==> config.mk <==
export PLATFORM = sky130hd
export DESIGN_NAME = rx_frame_ctrl
export DESIGN_NICKNAME = d
export VERILOG_FILES = /design/src/rtl/rx_ctrl_pkg.sv /design/src/rtl/rx_frame_ctrl_dibit_pack.sv /design/src/rtl/rx_frame_ctrl.sv
export SDC_FILE = /design/constraint.sdc
export NUM_CORES = 1
export LEC_CHECK = 0
export CAP_MARGIN = 10
export CORE_ASPECT_RATIO = 2
export CORE_MARGIN = 2
export CORE_UTILIZATION = 65
export CTS_CLUSTER_SIZE = 30
export DETAILED_ROUTE_END_ITERATION = 10
export PLACE_DENSITY = 0.84
export SKIP_CTS_REPAIR_TIMING = 1
export SLEW_MARGIN = 40
export SYNTH_ARGS = -nofsm -noshare
export SYNTH_HDL_FRONTEND = slang
export SYNTH_SLANG_ARGS = --single-unit
==> constraint.sdc <==
create_clock -name clk -period 8.69 [get_ports clk]
set_input_delay 1.3035 -clock clk [delete_from_list [all_inputs] [get_ports clk]]
set_output_delay 1.3035 -clock clk [all_outputs]
set_load 0.005 [all_outputs]
==> src/rtl/rx_ctrl_pkg.sv <==
// rx_ctrl_pkg
// Shared definitions for the receive frame controller: controller state
// encoding, default buffer depth and checksum timeout, frame word width,
// and a saturating 8-bit increment used by the drop counter.
package rx_ctrl_pkg;

    localparam int WORD_W          = 32;
    localparam int DIBITS_PER_WORD = WORD_W / 2;
    localparam int DEF_DEPTH       = 8;
    localparam int DEF_TIMEOUT     = 255;

    typedef enum logic [1:0] {
        IDLE    = 2'd0,
        COLLECT = 2'd1,
        WAIT_CK = 2'd2,
        DRAIN   = 2'd3
    } rx_state_t;

    function automatic logic [7:0] sat_inc8(input logic [7:0] v);
        return (v == 8'hFF) ? v : v + 8'd1;
    endfunction

endpackage

==> src/rtl/rx_frame_ctrl_dibit_pack.sv <==
// dibit_pack
// Packs 16 consecutive dibits into one 32-bit word; the first dibit lands in
// the most significant position.
// Ports:
//   clk, rst    clock, asynchronous active-high reset
//   clear       drop any partially packed word (count returns to 0)
//   in_valid    shift in_data into the packer this cycle
//   in_data     dibit to shift in
//   word        assembled word, valid while word_valid is high
//   word_valid  high in the cycle the 16th dibit of a word is presented
module dibit_pack
    import rx_ctrl_pkg::*;
(
    input  logic              clk,
    input  logic              rst,
    input  logic              clear,
    input  logic              in_valid,
    input  logic [1:0]        in_data,
    output logic [WORD_W-1:0] word,
    output logic              word_valid
);

    localparam int CW = $clog2(DIBITS_PER_WORD);

    // Only the first 15 dibits need storage; the 16th is taken straight from
    // in_data so the word can be written in the same cycle it completes.
    logic [WORD_W-3:0] shift_reg;
    logic [CW-1:0]     cnt_reg;

    always_ff @(posedge clk or posedge rst) begin
        if (rst) begin
            shift_reg <= '0;
            cnt_reg   <= '0;
        end else if (clear) begin
            cnt_reg   <= '0;
        end else if (in_valid) begin
            shift_reg <= {shift_reg[WORD_W-5:0], in_data};
            cnt_reg   <= cnt_reg + CW'(1);   // wraps to 0 after a full word
        end
    end

    assign word       = {shift_reg, in_data};
    assign word_valid = in_valid && !clear && (cnt_reg == CW'(DIBITS_PER_WORD - 1));

endmodule

==> src/rtl/rx_frame_ctrl.sv <==
// rx_frame_ctrl
// Collects a dibit stream into a word buffer, waits for the checksum verdict,
// then either drains the frame downstream with valid/ready handshaking or
// discards it and counts the drop.
// Ports:
//   clk, rst           clock, asynchronous active-high reset
//   axiiv, axiid       dibit stream from the firewall stage
//   ck_done, ck_kill   checksum verdict strobe and fail flag
//   out_ready          downstream accepts the current word
//   out_valid/data/last  committed frame word, last-word marker
//   frame_ok           one-cycle pulse when a frame has fully drained
//   frame_drop         one-cycle pulse when a frame is discarded
//   busy               controller is waiting for a verdict or draining
//   drop_cnt           saturating count of discarded frames
module rx_frame_ctrl
    import rx_ctrl_pkg::*;
#(
    parameter int DEPTH   = DEF_DEPTH,
    parameter int TIMEOUT = DEF_TIMEOUT
) (
    input  logic              clk,
    input  logic              rst,
    input  logic              axiiv,
    input  logic [1:0]        axiid,
    input  logic              ck_done,
    input  logic              ck_kill,
    input  logic              out_ready,
    output logic              out_valid,
    output logic [WORD_W-1:0] out_data,
    output logic              out_last,
    output logic              frame_ok,
    output logic              frame_drop,
    output logic              busy,
    output logic [7:0]        drop_cnt
);

    localparam int AW = (DEPTH > 1) ? $clog2(DEPTH) : 1;
    localparam int PW = $clog2(DEPTH + 1);
    localparam int TW = (TIMEOUT > 1) ? $clog2(TIMEOUT + 1) : 1;

    rx_state_t         state_reg;
    logic [PW-1:0]     wr_ptr_reg;
    logic [PW-1:0]     rd_ptr_reg;
    logic [TW-1:0]     timer_reg;
    logic              overflow_reg;
    logic              done_lat_reg;
    logic              kill_lat_reg;
    logic [WORD_W-1:0] frame_mem [DEPTH];

    logic              pack_en;
    logic [WORD_W-1:0] pack_word;
    logic              pack_word_valid;
    logic              frame_bad;

    // Dibits are accepted only while idle (first dibit of a frame) or
    // collecting; any other time the packer is held empty.
    assign pack_en = axiiv && ((state_reg == IDLE) || (state_reg == COLLECT));

    dibit_pack u_pack (
        .clk        (clk),
        .rst        (rst),
        .clear      (!pack_en),
        .in_valid   (pack_en),
        .in_data    (axiid),
        .word       (pack_word),
        .word_valid (pack_word_valid)
    );

    // Words beyond DEPTH are not stored; the frame is marked overflowed instead.
    always_ff @(posedge clk) begin
        if (pack_word_valid && (wr_ptr_reg != PW'(DEPTH)))
            frame_mem[wr_ptr_reg[AW-1:0]] <= pack_word;
    end

    assign busy      = (state_reg == WAIT_CK) || (state_reg == DRAIN);
    // Overflowed or empty frames can never be delivered, so they are dropped
    // without waiting for the verdict.
    assign frame_bad = overflow_reg || (wr_ptr_reg == '0);

    always_ff @(posedge clk or posedge rst) begin
        if (rst) begin
            state_reg    <= IDLE;
            wr_ptr_reg   <= '0;
            rd_ptr_reg   <= '0;
            timer_reg    <= '0;
            overflow_reg <= 1'b0;
            done_lat_reg <= 1'b0;
            kill_lat_reg <= 1'b0;
            out_valid    <= 1'b0;
            out_data     <= '0;
            out_last     <= 1'b0;
            frame_ok     <= 1'b0;
            frame_drop   <= 1'b0;
            drop_cnt     <= '0;
        end else begin
            frame_ok   <= 1'b0;
            frame_drop <= 1'b0;

            // A verdict may arrive before the frame ends; keep it for WAIT_CK.
            if (((state_reg == COLLECT) || (state_reg == WAIT_CK)) && ck_done) begin
                done_lat_reg <= 1'b1;
                kill_lat_reg <= ck_kill;
            end

            case (state_reg)
                IDLE: begin
                    wr_ptr_reg   <= '0;
                    rd_ptr_reg   <= '0;
                    timer_reg    <= '0;
                    overflow_reg <= 1'b0;
                    done_lat_reg <= 1'b0;
                    kill_lat_reg <= 1'b0;
                    if (axiiv)
                        state_reg <= COLLECT;
                end

                COLLECT: begin
                    if (pack_word_valid) begin
                        if (wr_ptr_reg == PW'(DEPTH))
                            overflow_reg <= 1'b1;
                        else
                            wr_ptr_reg <= wr_ptr_reg + PW'(1);
                    end
                    if (!axiiv)
                        state_reg <= WAIT_CK;
                end

                WAIT_CK: begin
                    if (frame_bad || (done_lat_reg && kill_lat_reg)) begin
                        state_reg  <= IDLE;
                        frame_drop <= 1'b1;
                        drop_cnt   <= sat_inc8(drop_cnt);
                    end else if (done_lat_reg) begin
                        state_reg  <= DRAIN;
                        out_valid  <= 1'b1;
                        out_data   <= frame_mem[0];
                        out_last   <= (wr_ptr_reg == PW'(1));
                        rd_ptr_reg <= PW'(1);
                    end else if (timer_reg == TW'(TIMEOUT - 1)) begin
                        state_reg  <= IDLE;
                        frame_drop <= 1'b1;
                        drop_cnt   <= sat_inc8(drop_cnt);
                    end else begin
                        timer_reg <= timer_reg + TW'(1);
                    end
                end

                DRAIN: begin
                    // rd_ptr_reg always points at the word after the one on out_data.
                    if (out_ready) begin
                        if (out_last) begin
                            out_valid <= 1'b0;
                            out_last  <= 1'b0;
                            out_data  <= '0;
                            frame_ok  <= 1'b1;
                            state_reg <= IDLE;
                        end else begin
                            out_data   <= frame_mem[rd_ptr_reg[AW-1:0]];
                            out_last   <= (rd_ptr_reg == (wr_ptr_reg - PW'(1)));
                            rd_ptr_reg <= rd_ptr_reg + PW'(1);
                        end
                    end
                end

                default: state_reg <= IDLE;
            endcase
        end
    end

endmodule

==> run summary <==
status = finished, final reports clean
reg2reg start = state_reg[1]
CP Cell Sequence = clkdlybuf4s50_1 -> o21ai_4 -> buf_4 -> nor3_1 -> nand2b_1 -> nor2_4 -> buf_16
Hold Crit Depth = 1
nets = 1,060
core box area = 0.02159 sq mm
Post-Syn Nets = 1,006
final-report max-slew violation count = 0
die area = 0.02336 sq mm
actual slew at the worst max-slew pin = 0.7982 ns
chip width = 109.1 um
slowest cell on the critical path = nor3_1
final core utilization = 0.7616
DRT Pass-1 Iters = 5
Hold Crit Class = reg2reg
Max Clk Rate = 0.2569 GHz
DRC viols = 0
setup_tns = 0 ns
Ys Warns = 0
PwrDens = 310.1 mW/mm^2
Hold Path End = u_pack.cnt_reg[0]
required time worst endpoint = 8.95 ns
Synth async-reset ratio = 0.2789
FP Rows = 76
largest net degree at the start of global routing = 69
Register Area = 0.01017 sq mm
initial antenna violation count = 0
placed cell areas = 0.01540 sq mm
ANT nets after route = 0
endpoint class of the critical path = register
Hold Fails Final Rpt = 0
first-iteration detailed-routing DRC count = 614
syn_area_per_cell = 14.58 sq um
dpl cells = 1,278
routed len/inst = 22.70 um
first-pass GRT wire length = 47,270 um
Via density = 6.411
antenna cells = 0
die height = 214.1 um
HP Start = u_pack.cnt_reg[0]
max reg flops = 256
Rel. slew slack = 0.4665
internal reg-to-reg setup slack = 4.98 ns
Final setup viols = 0
Clock Sinks = 355
post-synthesis compound-gate area fraction = 0.07864
HPWL after DPL = 18,200 um
unrepaired setup endpoints after global routing = false
Synth Instances = 984
crit path time final = 3.892 ns
I/O pins = 53
Buffers on Ports = 52
main flop type after synthesis = edfxtp_1
Post-Syn Area = 0.01435 sq mm
maximum fanout along the worst path = 36
reg2reg end = frame_mem[2][5]
part of the Yosys area used for sequential elements = 0.7083
Post-synth EDFFs = 256
layout cell share with drive strength beyond 1 = 0.1225
xor/xnor share of the synthesized area = 0.01037
adder-cell share of the synthesized area = 0.01221
TritonCTS clock tree = done
clock network latency to the later pin of the worst-skew pair = 0.56 ns
commonest non-fill, non-tap cell in the layout = edfxtp_1
most frequent cells in the layout = edfxtp_1, dfrtp_1, mux2i_1
CTS buffer count = 29
reg2reg path depth = 8
Critical Path AT = 4.15 ns
Max VDD drop = 336.6 uV
Reg clk slew, reported paths = 0.07 ns
max cap viols = 0
htree depth = 1
largest family of logic cells by synthesized area = multiplexers
GPL Wtd Cong = 0.7890
# fillers = 1,176
vias in the first global route = 9,001
GRT Residual Overflow = 0
Tot GR Track Use = 0.2681
root buffer cell = clkbuf_16
multiplexer share of the synthesized area = 0.09372
DR vias = 8,552
Initial Util = 0.6649
Post-Synth Simple-Gate Area = 0.07724
Max Buffers Root-to-Sink = 3
max incr delay on CP = 0.65 ns
Hold WS = 0.4761 ns
clk_skew = 0.01497 ns
P_leak = 5.629 nW
Cell variety after synth = 50
non-filler cells in the finished layout = 1,334
worst setup path category = in2reg
Synth Register Bits = 355
Final Cycle Share = 0.4479
area of the multi-input gates = 0.003998 sq mm
Layout area overhead = 14.55%
startpoint types = input pin
WL final = 30,280 um
post-route cell area = 0.01644 sq mm
-- critical path: cells and delay by family --
kind / cells / cell delay (ns)
buffers and inverters: 3 / 1.11
AOI/OAI and AO/OA: 1 / 0.07
and+or+nand+nor: 3 / 1.65
-- cell usage after synthesis, drive strengths merged, types with 2 or more instances --
master | count | share of area
nand2 | 60 | 0.016
inv | 13 | 0.0034
clkbuf | 34 | 0.0089
mux4 | 2 | 0.0031
xor2 | 4 | 0.0024
o31ai | 3 | 0.0016
nor2 | 63 | 0.016
nand3 | 44 | 0.015
a21oi | 44 | 0.016
and4 | 3 | 0.0018
and3 | 2 | 0.00087
nor3 | 7 | 0.0024
a221o | 3 | 0.0021
a221oi | 2 | 0.0012
ha | 14 | 0.012
a22o | 3 | 0.0018
nand4 | 5 | 0.0022
edfxtp | 256 | 0.54
buf | 21 | 0.0072
a22oi | 32 | 0.017
dfrtp | 99 | 0.17
a31oi | 32 | 0.014
nor2b | 33 | 0.014
o21ai | 10 | 0.0035
nor4 | 2 | 0.0013
xnor2 | 13 | 0.0079
mux2i | 95 | 0.066
mux2 | 31 | 0.024
nand2b | 5 | 0.0022
a211oi | 32 | 0.017
and2 | 3 | 0.0013
-- worst max-delay path by stage --
stage / from / to / depth (start not counted)
final: axiiv / frame_mem[2][5] / 7
after global routing: axiiv / frame_mem[2][5] / 7
after global placement: axiiv / frame_mem[2][15] / 6
after detailed placement: axiiv / frame_mem[2][15] / 7
after CTS: axiiv / frame_mem[2][5] / 7
after floorplan: axiiv / frame_mem[0][0] / 4
-- report_power, final --
part / switching [mW] / total (mW) / internal (mW)
combinational: 0.689 / 1.27 / 0.586
clock: 0.593 / 1.35 / 0.754
sequential: 0.314 / 2.48 / 2.16
total: 1.60 / 5.10 / 3.50
-- final cells by class --
class,instances,area share
clock inverters,21,0.01408
repair buffers,78,0.05404
multi-input cells,561,0.2432
inverters,13,0.003120
flip-flops and latches,355,0.6185
clock buffers,33,0.04627
well taps,273,0.02078
-- stage by stage --
stage          total power [mW]  setup WS (ns)
6_report                  5.098          4.798
4_1_cts                   5.096          4.808
3_5_place_dp              3.748          4.270
2_1_floorplan             3.227          3.871
5_1_grt                   5.308          4.622
3_3_place_gp              3.689          4.133
-- logic make-up (layout without fill, tap and decap cells) --
| group | after synthesis | count (layout) |
|---|---|---|
| and+or+nand+nor | 232 | 232 |
| adders and majority gates | 14 | 14 |
| buffers and inverters | 68 | 145 |
| AOI/OAI and AO/OA | 170 | 170 |
| muxes | 128 | 128 |
| DFF | 355 | 355 |
| xor gates and xnor gates | 17 | 17 |
-- per-layer routing --
layer / up-vias / GRT usage / share of wire / routed length (um)
li1: 3832 / - / - / -
met1: 4294 / 0.3007 / 0.34 / 10440
met2: 329 / 0.4907 / 0.56 / 16930
met3: 97 / 0.02827 / 0.048 / 1453
met4: 0 / 0.1333 / 0.048 / 1460
met5: - / 0 / 0 / 0
Note: power is estimated with default switching activity, not from simulation.
